--- config.mk ---
export PLATFORM = sky130hd
export DESIGN_NAME = fp16_accum_seq
export DESIGN_NICKNAME = d
export VERILOG_FILES = /design/src/rtl/fp16_accum_seq.sv
export SDC_FILE = /design/constraint.sdc
export NUM_CORES = 1
export LEC_CHECK = 0
export BUFFER_PORTS_ARGS = -buffer_cell sky130_fd_sc_hd__buf_2
export CAP_MARGIN = 25
export CORE_AREA = 5 5 101 103
export CTS_BUF_LIST = sky130_fd_sc_hd__clkbuf_8
export CTS_CLUSTER_DIAMETER = 50
export DETAILED_ROUTE_END_ITERATION = 16
export DIE_AREA = 0 0 106 108
export SLEW_MARGIN = 20
export SYNTH_ARGS = -nofsm -noshare
export SYNTH_HDL_FRONTEND = slang
export SYNTH_SLANG_ARGS = --single-unit
--- constraint.sdc ---
create_clock -name CLK -period 2.4 [get_ports CLK]
set_clock_uncertainty 0.1 [all_clocks]
set_input_delay 0.12 -clock CLK [delete_from_list [all_inputs] [get_ports CLK]]
set_output_delay 0.12 -clock CLK [all_outputs]
set_load 0.05 [all_outputs]
--- src/rtl/fp16_accum_seq.sv ---
// fp16_accum_seq: sequences one external registered fp16 adder to reduce an operand stream to a sum.
// Optional NaN short-circuit enabled by defining FP16_ACC_NAN_SKIP_EN.
module fp16_accum_seq #(
  parameter int LEN_W   = 8,
  parameter int ADD_LAT = 1
) (
  input  logic             CLK,
  input  logic             RESET,
  input  logic             start,
  input  logic [LEN_W-1:0] len,
  input  logic [15:0]      in_data,
  input  logic             in_valid,
  output logic             in_ready,
  output logic [15:0]      add_a,
  output logic [15:0]      add_b,
  input  logic [15:0]      add_sum,
  output logic [15:0]      res_data,
  output logic             res_valid,
  input  logic             res_ready,
  output logic             busy
);

  localparam int CNT_W = (ADD_LAT < 1) ? 1 : $clog2(ADD_LAT + 1);
  localparam logic [CNT_W-1:0] LAT_INIT = CNT_W'(ADD_LAT);
  localparam logic [15:0] NAN_CANON = 16'h7C01;

  typedef enum logic [2:0] {
    S_IDLE,
    S_FIRST,
    S_FETCH,
    S_WAIT,
    S_DONE
  } state_e;

  state_e           state_q, state_d;
  logic [15:0]      acc_q, acc_d;
  logic [LEN_W-1:0] rem_q, rem_d;
  logic [CNT_W-1:0] cnt_q, cnt_d;
  logic [15:0]      add_a_q, add_a_d;
  logic [15:0]      add_b_q, add_b_d;
  logic [15:0]      res_q, res_d;
  logic             nan_q, nan_d;

  logic accept;
  logic last;
  logic in_nan;
  logic skip;

`ifdef FP16_ACC_NAN_SKIP_EN
  function automatic logic is_nan(input logic [15:0] v);
    return (v[14:10] == 5'h1F) && (v[9:0] != 10'd0);
  endfunction

  assign in_nan = is_nan(in_data);
`else
  assign in_nan = 1'b0;
`endif

  // Handshake flags depend on state only, never on the partner's valid/ready.
  assign in_ready  = (state_q == S_FIRST) || (state_q == S_FETCH);
  assign res_valid = (state_q == S_DONE);
  assign busy      = (state_q != S_IDLE);
  assign add_a     = add_a_q;
  assign add_b     = add_b_q;
  assign res_data  = res_q;

  assign accept = in_valid && in_ready;
  assign last   = (rem_q == LEN_W'(1));
  assign skip   = nan_q || in_nan;

  always_comb begin
    // NOTE: every next-state signal gets its hold value first so no path through the case infers a latch.
    state_d = state_q;
    acc_d   = acc_q;
    rem_d   = rem_q;
    cnt_d   = cnt_q;
    add_a_d = add_a_q;
    add_b_d = add_b_q;
    res_d   = res_q;
    nan_d   = nan_q;

    unique case (state_q)
      S_IDLE: begin
        if (start) begin
          if (len == '0) begin
            res_d   = 16'h0000;
            state_d = S_DONE;
          end else begin
            rem_d   = len;
            state_d = S_FIRST;
          end
        end
      end

      S_FIRST: begin
        if (accept) begin
          acc_d = in_nan ? NAN_CANON : in_data;
          nan_d = nan_q || in_nan;
          if (rem_q != '0) rem_d = rem_q - LEN_W'(1);
          if (last) begin
            res_d   = in_nan ? NAN_CANON : in_data;
            state_d = S_DONE;
          end else begin
            state_d = S_FETCH;
          end
        end
      end

      S_FETCH: begin
        if (accept) begin
          if (skip) begin
            // Sum is already NaN: consume the element without touching the adder.
            nan_d = 1'b1;
            acc_d = NAN_CANON;
            if (rem_q != '0) rem_d = rem_q - LEN_W'(1);
            if (last) begin
              res_d   = NAN_CANON;
              state_d = S_DONE;
            end
          end else begin
            add_a_d = acc_q;
            add_b_d = in_data;
            cnt_d   = LAT_INIT;
            state_d = S_WAIT;
          end
        end
      end

      S_WAIT: begin
        if (cnt_q != '0) begin
          cnt_d = cnt_q - CNT_W'(1);
        end else begin
          acc_d = add_sum;
          if (rem_q != '0) rem_d = rem_q - LEN_W'(1);
          if (last) begin
            res_d   = add_sum;
            state_d = S_DONE;
          end else begin
            state_d = S_FETCH;
          end
        end
      end

      S_DONE: begin
        if (res_ready) begin
          nan_d   = 1'b0;
          state_d = S_IDLE;
        end
      end

      default: state_d = S_IDLE;
    endcase
  end

  always_ff @(posedge CLK) begin
    if (RESET) begin
      state_q <= S_IDLE;
      acc_q   <= 16'h0000;
      rem_q   <= '0;
      cnt_q   <= '0;
      add_a_q <= 16'h0000;
      add_b_q <= 16'h0000;
      res_q   <= 16'h0000;
      nan_q   <= 1'b0;
    end else begin
      // NOTE: non-blocking assignments so every register samples the pre-edge values computed above.
      state_q <= state_d;
      acc_q   <= acc_d;
      rem_q   <= rem_d;
      cnt_q   <= cnt_d;
      add_a_q <= add_a_d;
      add_b_q <= add_b_d;
      res_q   <= res_d;
      nan_q   <= nan_d;
    end
  end

endmodule

### Word level (Yosys, flattened, before mapping)

Index checks and enable logic that the tools add are counted.

* equality and inequality tests: 18
* reductions and logical operators: 17
* bitwise gates (word level): 1
* $add $sub $neg: 2
* mux-type cells: 41

Operators with widths (number)
* $mux 16: 13
* $pmux 16 s4: 1
* $mux 8: 7
* $pmux 16 s3: 1
* $pmux 8 s4: 1
* $mux 3: 9
* $ne 2x2->1 const B: 11
* $pmux 3 s5: 1
* $reduce_and 10->1: 1
* $reduce_and 3->1: 3
* $eq 8x1->1 const B: 1
* $logic_not 8->1: 1
* $reduce_bool 8->1: 1
* $sub 8x1->8 const B: 1
* $reduce_and 7->1: 1
* $eq 3x2->1 const B: 2
* $mux 1: 6
* $reduce_and 6->1: 1
* $reduce_bool 3->1: 2
* $reduce_and 5->1: 1
* $pmux 1 s2: 2
* $reduce_bool 2->1: 2
* $reduce_bool 4->1: 1
* $eq 3x1->1 const B: 1
* 8 further kinds: 8

* output and inout bits: 51
* logic and storage cells: 87
* input port bits: 45
* register bits: 77

### Longest topological paths before layout

* depth after elaboration: 5
* depth in mapped cells: 8
* mapped depth without buffers: 6

### Worst setup path before layout

Ideal clock, no wire load.

* kind: reg2out
* start: register state_q[0]
* end: output port in_ready
* path buffers: 3
* setup slack: 332 ps
* data arrival time: 1848 ps
* cell stages (with the launch flop): 6
* data required time: 2180 ps
* cells stage by stage: dfxtp_1 > buf_2 > clkbuf_1 > buf_1 > xnor2_1 > nor2_1

* word-level cells in the longest chain between the ends: 2
* elaborated cells on any way between the ends: 3
* classes of those cells: eq/ne (2); reduce/logical (1)

Ends and longest elaborated chain
* from (decl): line 35 `state_e state_q, state_d;`
* from (signal assigned): line 167 `state_q <= state_d;`
* $eq 3x1->1 or $eq 3x2->1 (tied branches): line 60 `assign in_ready = (state_q == S_FIRST) || (state_q == S_FETCH);`
* $logic_or 1x1->1 *: line 60
* to (decl): line 13 `output logic in_ready,`

Mark *: on every way between the ends. The rest lies on a longest branch, timed or not.

### Worst setup path after layout

* start: register rem_q[4]
* end: register res_q[10], in the netlist res_data[10]

* word-level cells in the longest chain between the ends: 3
* elaborated cells on any way between the ends: 5
* classes of those cells: eq/ne (4); reduce/logical (1)

Ends and longest elaborated chain
* from (decl): line 37 `logic [LEN_W-1:0] rem_q, rem_d;`
* from (signal assigned): line 169 `rem_q <= rem_d;`
* $eq 8x1->1 *: line 68 `assign last = (rem_q == LEN_W'(1));`
* $ne 2x2->1 (no line)
* $reduce_and 10->1 (no line) *
* to (signal assigned): line 173 `res_q <= res_d;`
* to (decl): line 41 `logic [15:0] res_q, res_d;`

Marks and branches as above.
A chain may end at the register's enable or synchronous reset.

==> impl_metrics.tcl <==
set metrics [dict create \
    status "completed" \
    core_region_area_um2 9110 \
    relSlewSlack 0.556 \
    p_sw_frac 0.346 \
    clockBufferDepth 2 \
    hpwl_um 7260 \
    finalNetCount 602 \
    synth_cells 441 \
    worst_pin_slew_ns 0.666 \
    firstDrtPassIters 4 \
    io_buffers 95 \
    grt_max_degree 33 \
    floorplan.initialDensity 0.390 \
    fin_hold_ws_ns 0.0280 \
    powerDensity_nw_per_um2 731 \
    p_leak_nw 1.85 \
    via_count 3493 \
    clk_pin_slew_ns 0.08 \
    startpoint_type "flop" \
    hp-class "primary input to flop" \
    critPathRequiredTime_ns 2.59 \
    die_area_um2 11400 \
    async_flop_share 0 \
    antenna_found_initial 0 \
    wl_per_cell_um 15.7 \
    wirelength_um 10500 \
    fmaxAchievable_ghz 0.458 \
    finalPower_mw 3.36 \
    grt_util_all_layers 0.183 \
    cts.sinks 76 \
    ant_nets 0 \
    seq_area_frac_synth 0.428 \
    via_per_inst 5.21 \
    yosys_warnings 0 \
    cap_violations 0 \
    dp.cells 627 \
    endpoint_kind "flop" \
    fp.dieH_um 108 \
    min_period_over_period 0.910 \
    setup_viol_count_final 0 \
    placementRows 35 \
    die_x_um 106 \
    drc 0 \
    n_antenna_cell 0 \
    netlist_area_um2 3550 \
    grt_pass1_wl_um 16900 \
    critPathKind "flop to flop" \
    drive_gt1_frac 0.275 \
    synth_edf_count 0 \
    ios 96 \
    ys.flop_type "dfxtp_1" \
    clockRootBuffer "clkbuf_8" \
    arrival_ns 2.37 \
    cts_tree "done" \
    netSwitchingPower_mw 1.16 \
    fillerInstances 925 \
    synth_seq_cells 76 \
    cts_buffers 9 \
    htreeDepth 3 \
    path_max_fanout 32 \
    grt_pass1_vias 3384 \
    drt_iter0_drc 150 \
    rsz0062_at_grt "false" \
    synth_nets 488 \
    period_needed_ns 2.19 \
    clkPwrFrac 0.289 \
    p_seq_frac 0.423 \
    p_int_mw 2.20 \
    instances_no_fill 671 \
    clk_latency_ns 0.34 \
    yosysUniqueCellTypes 46 \
    avgSynthCellArea_um2 8.05 \
    post-route-util 0.505 \
    setup_tns_ns 0 \
    grt_overflow 0 \
    ir_drop_uv 304 \
    seqCellArea_um2 1520 \
    multi_input_area_um2 1850 \
    areaGrowthSynthToFinish_pct 29.5 \
    finalHoldViolations 0 \
    power_frac_comb 0.287 \
    drv_slew 0 \
    place.gp.congestion 0.827 \
]
## cells in the final DEF, fill, tap and decap left out, types with 6 or more instances in the layout
cell type / count
nand2b_1: 32
a22o_1: 6
o21ai_0: 10
buf_2: 95
buf_4: 14
nand2_1: 86
mux2_2: 12
nand3_1: 26
a311oi_1: 12
o21ai_1: 8
dlygate4sd3_1: 28
dfxtp_1: 76
o211ai_1: 6
clkbuf_8: 9
a21oi_1: 51
nor2_1: 27
## critical path, cell delays in order, from the launching register on
cell and delay (ns):
dfxtp_1 0.36, or4_4 0.56, nor4b_4 0.37, o221a_4 0.48, nand3_1 0.15, o21ai_2 0.09
## cell usage after synthesis (5+ instances only)
master | count | area [um^2]
nor2_1 | 28 | 105
a21oi_1 | 51 | 255
o21ai_1 | 8 | 40.0
a311oi_1 | 12 | 105
o211ai_1 | 6 | 45.0
o21ai_0 | 10 | 50.1
buf_2 | 6 | 30.0
nand2_1 | 86 | 323
mux2_2 | 12 | 135
or2_2 | 5 | 31.3
a22o_1 | 6 | 52.6
nand3_1 | 26 | 130
clkbuf_1 | 21 | 78.8
dfxtp_1 | 76 | 1520
nand2b_1 | 32 | 200
## worst paths after layout
check | slack (ns) | end | start | cells after the start
setup / recovery | 0.21 | res_data[10]$_SDFFE_PP0P_ | rem_q[4]$_SDFFE_PP0P_ | 5
hold / removal | 0.03 | rem_q[6]$_SDFFE_PP0P_ | len[6] | 4
setup reg to reg | 0.21 | res_data[10]$_SDFFE_PP0P_ | rem_q[4]$_SDFFE_PP0P_ | 5
hold reg to reg | 0.35 | add_a[13]$_SDFFE_PP0P_ | add_a[13]$_SDFFE_PP0P_ | 2
## logic make-up (layout without fill, tap and decap cells)
logic type                 count (synthesis)  count (layout)  synth area share
muxes                                     12              12            0.0381
DFF                                       76              76             0.428
adders and majority gates                  2               2           0.00705
and+or+nand+nor                          200             200             0.271
AOI/OAI and AO/OA                        111             111             0.201
buffers and inverters                     39             158            0.0518
xor gates and xnor gates                   1               1           0.00247
## state kept, by name (all words and copies together), names as in the netlist
| signal | cells |
|---|---|
| add_b | 16 |
| acc_q | 16 |
| state_q | 3 |
| rem_q | 8 |
| add_a | 16 |
| cnt_q | 1 |
| res_data | 16 |
## power by group through the flow
stage                     registers, mW  logic [mW]  clock network [mW]
final                              1.42       0.965               0.972
after global routing               1.43        1.05                1.05
after CTS                          1.42       0.965               0.993
after detailed placement           1.45       0.926                   0
after global placement             1.45       0.912                   0
after floorplan                    1.51       0.634                   0
## what timing repair did
item | CTS | global route
hold buffers | 28 | 0
setup buffers | 0 | 0
setup endpoints to repair | 0 | 2
resized for setup | 0 | 1
hold endpoints to repair | 28 | 0
## cell type report
type,count,share of cell area
sequential,76,0.331
timing repair buffer,138,0.192
multi-input combinational,326,0.402
inverter,4,0.00327
tap,111,0.0302
clock inverter,7,0.0150
clock buffer,9,0.0269
## metrics by stage
stage          setup slack [ns]  area [um^2]
6_report                  0.215         4600
3_3_place_gp              0.271         4120
5_1_grt                  0.0823         4600
3_5_place_dp              0.232         4120
4_1_cts                   0.210         4600
2_1_floorplan             0.332         3550
## routing by layer
| metal | vias up | global-route usage | part of all wire |
|---|---|---|---|
| met5 | - | 0 | 0 |
| met4 | 0 | 0.0583 | 0.013 |
| met3 | 9 | 0.0340 | 0.049 |
| met2 | 88 | 0.299 | 0.47 |
| met1 | 1637 | 0.247 | 0.47 |
| li1 | 1759 | - | - |
No activity file was read; power rests on OpenSTA's default activity.
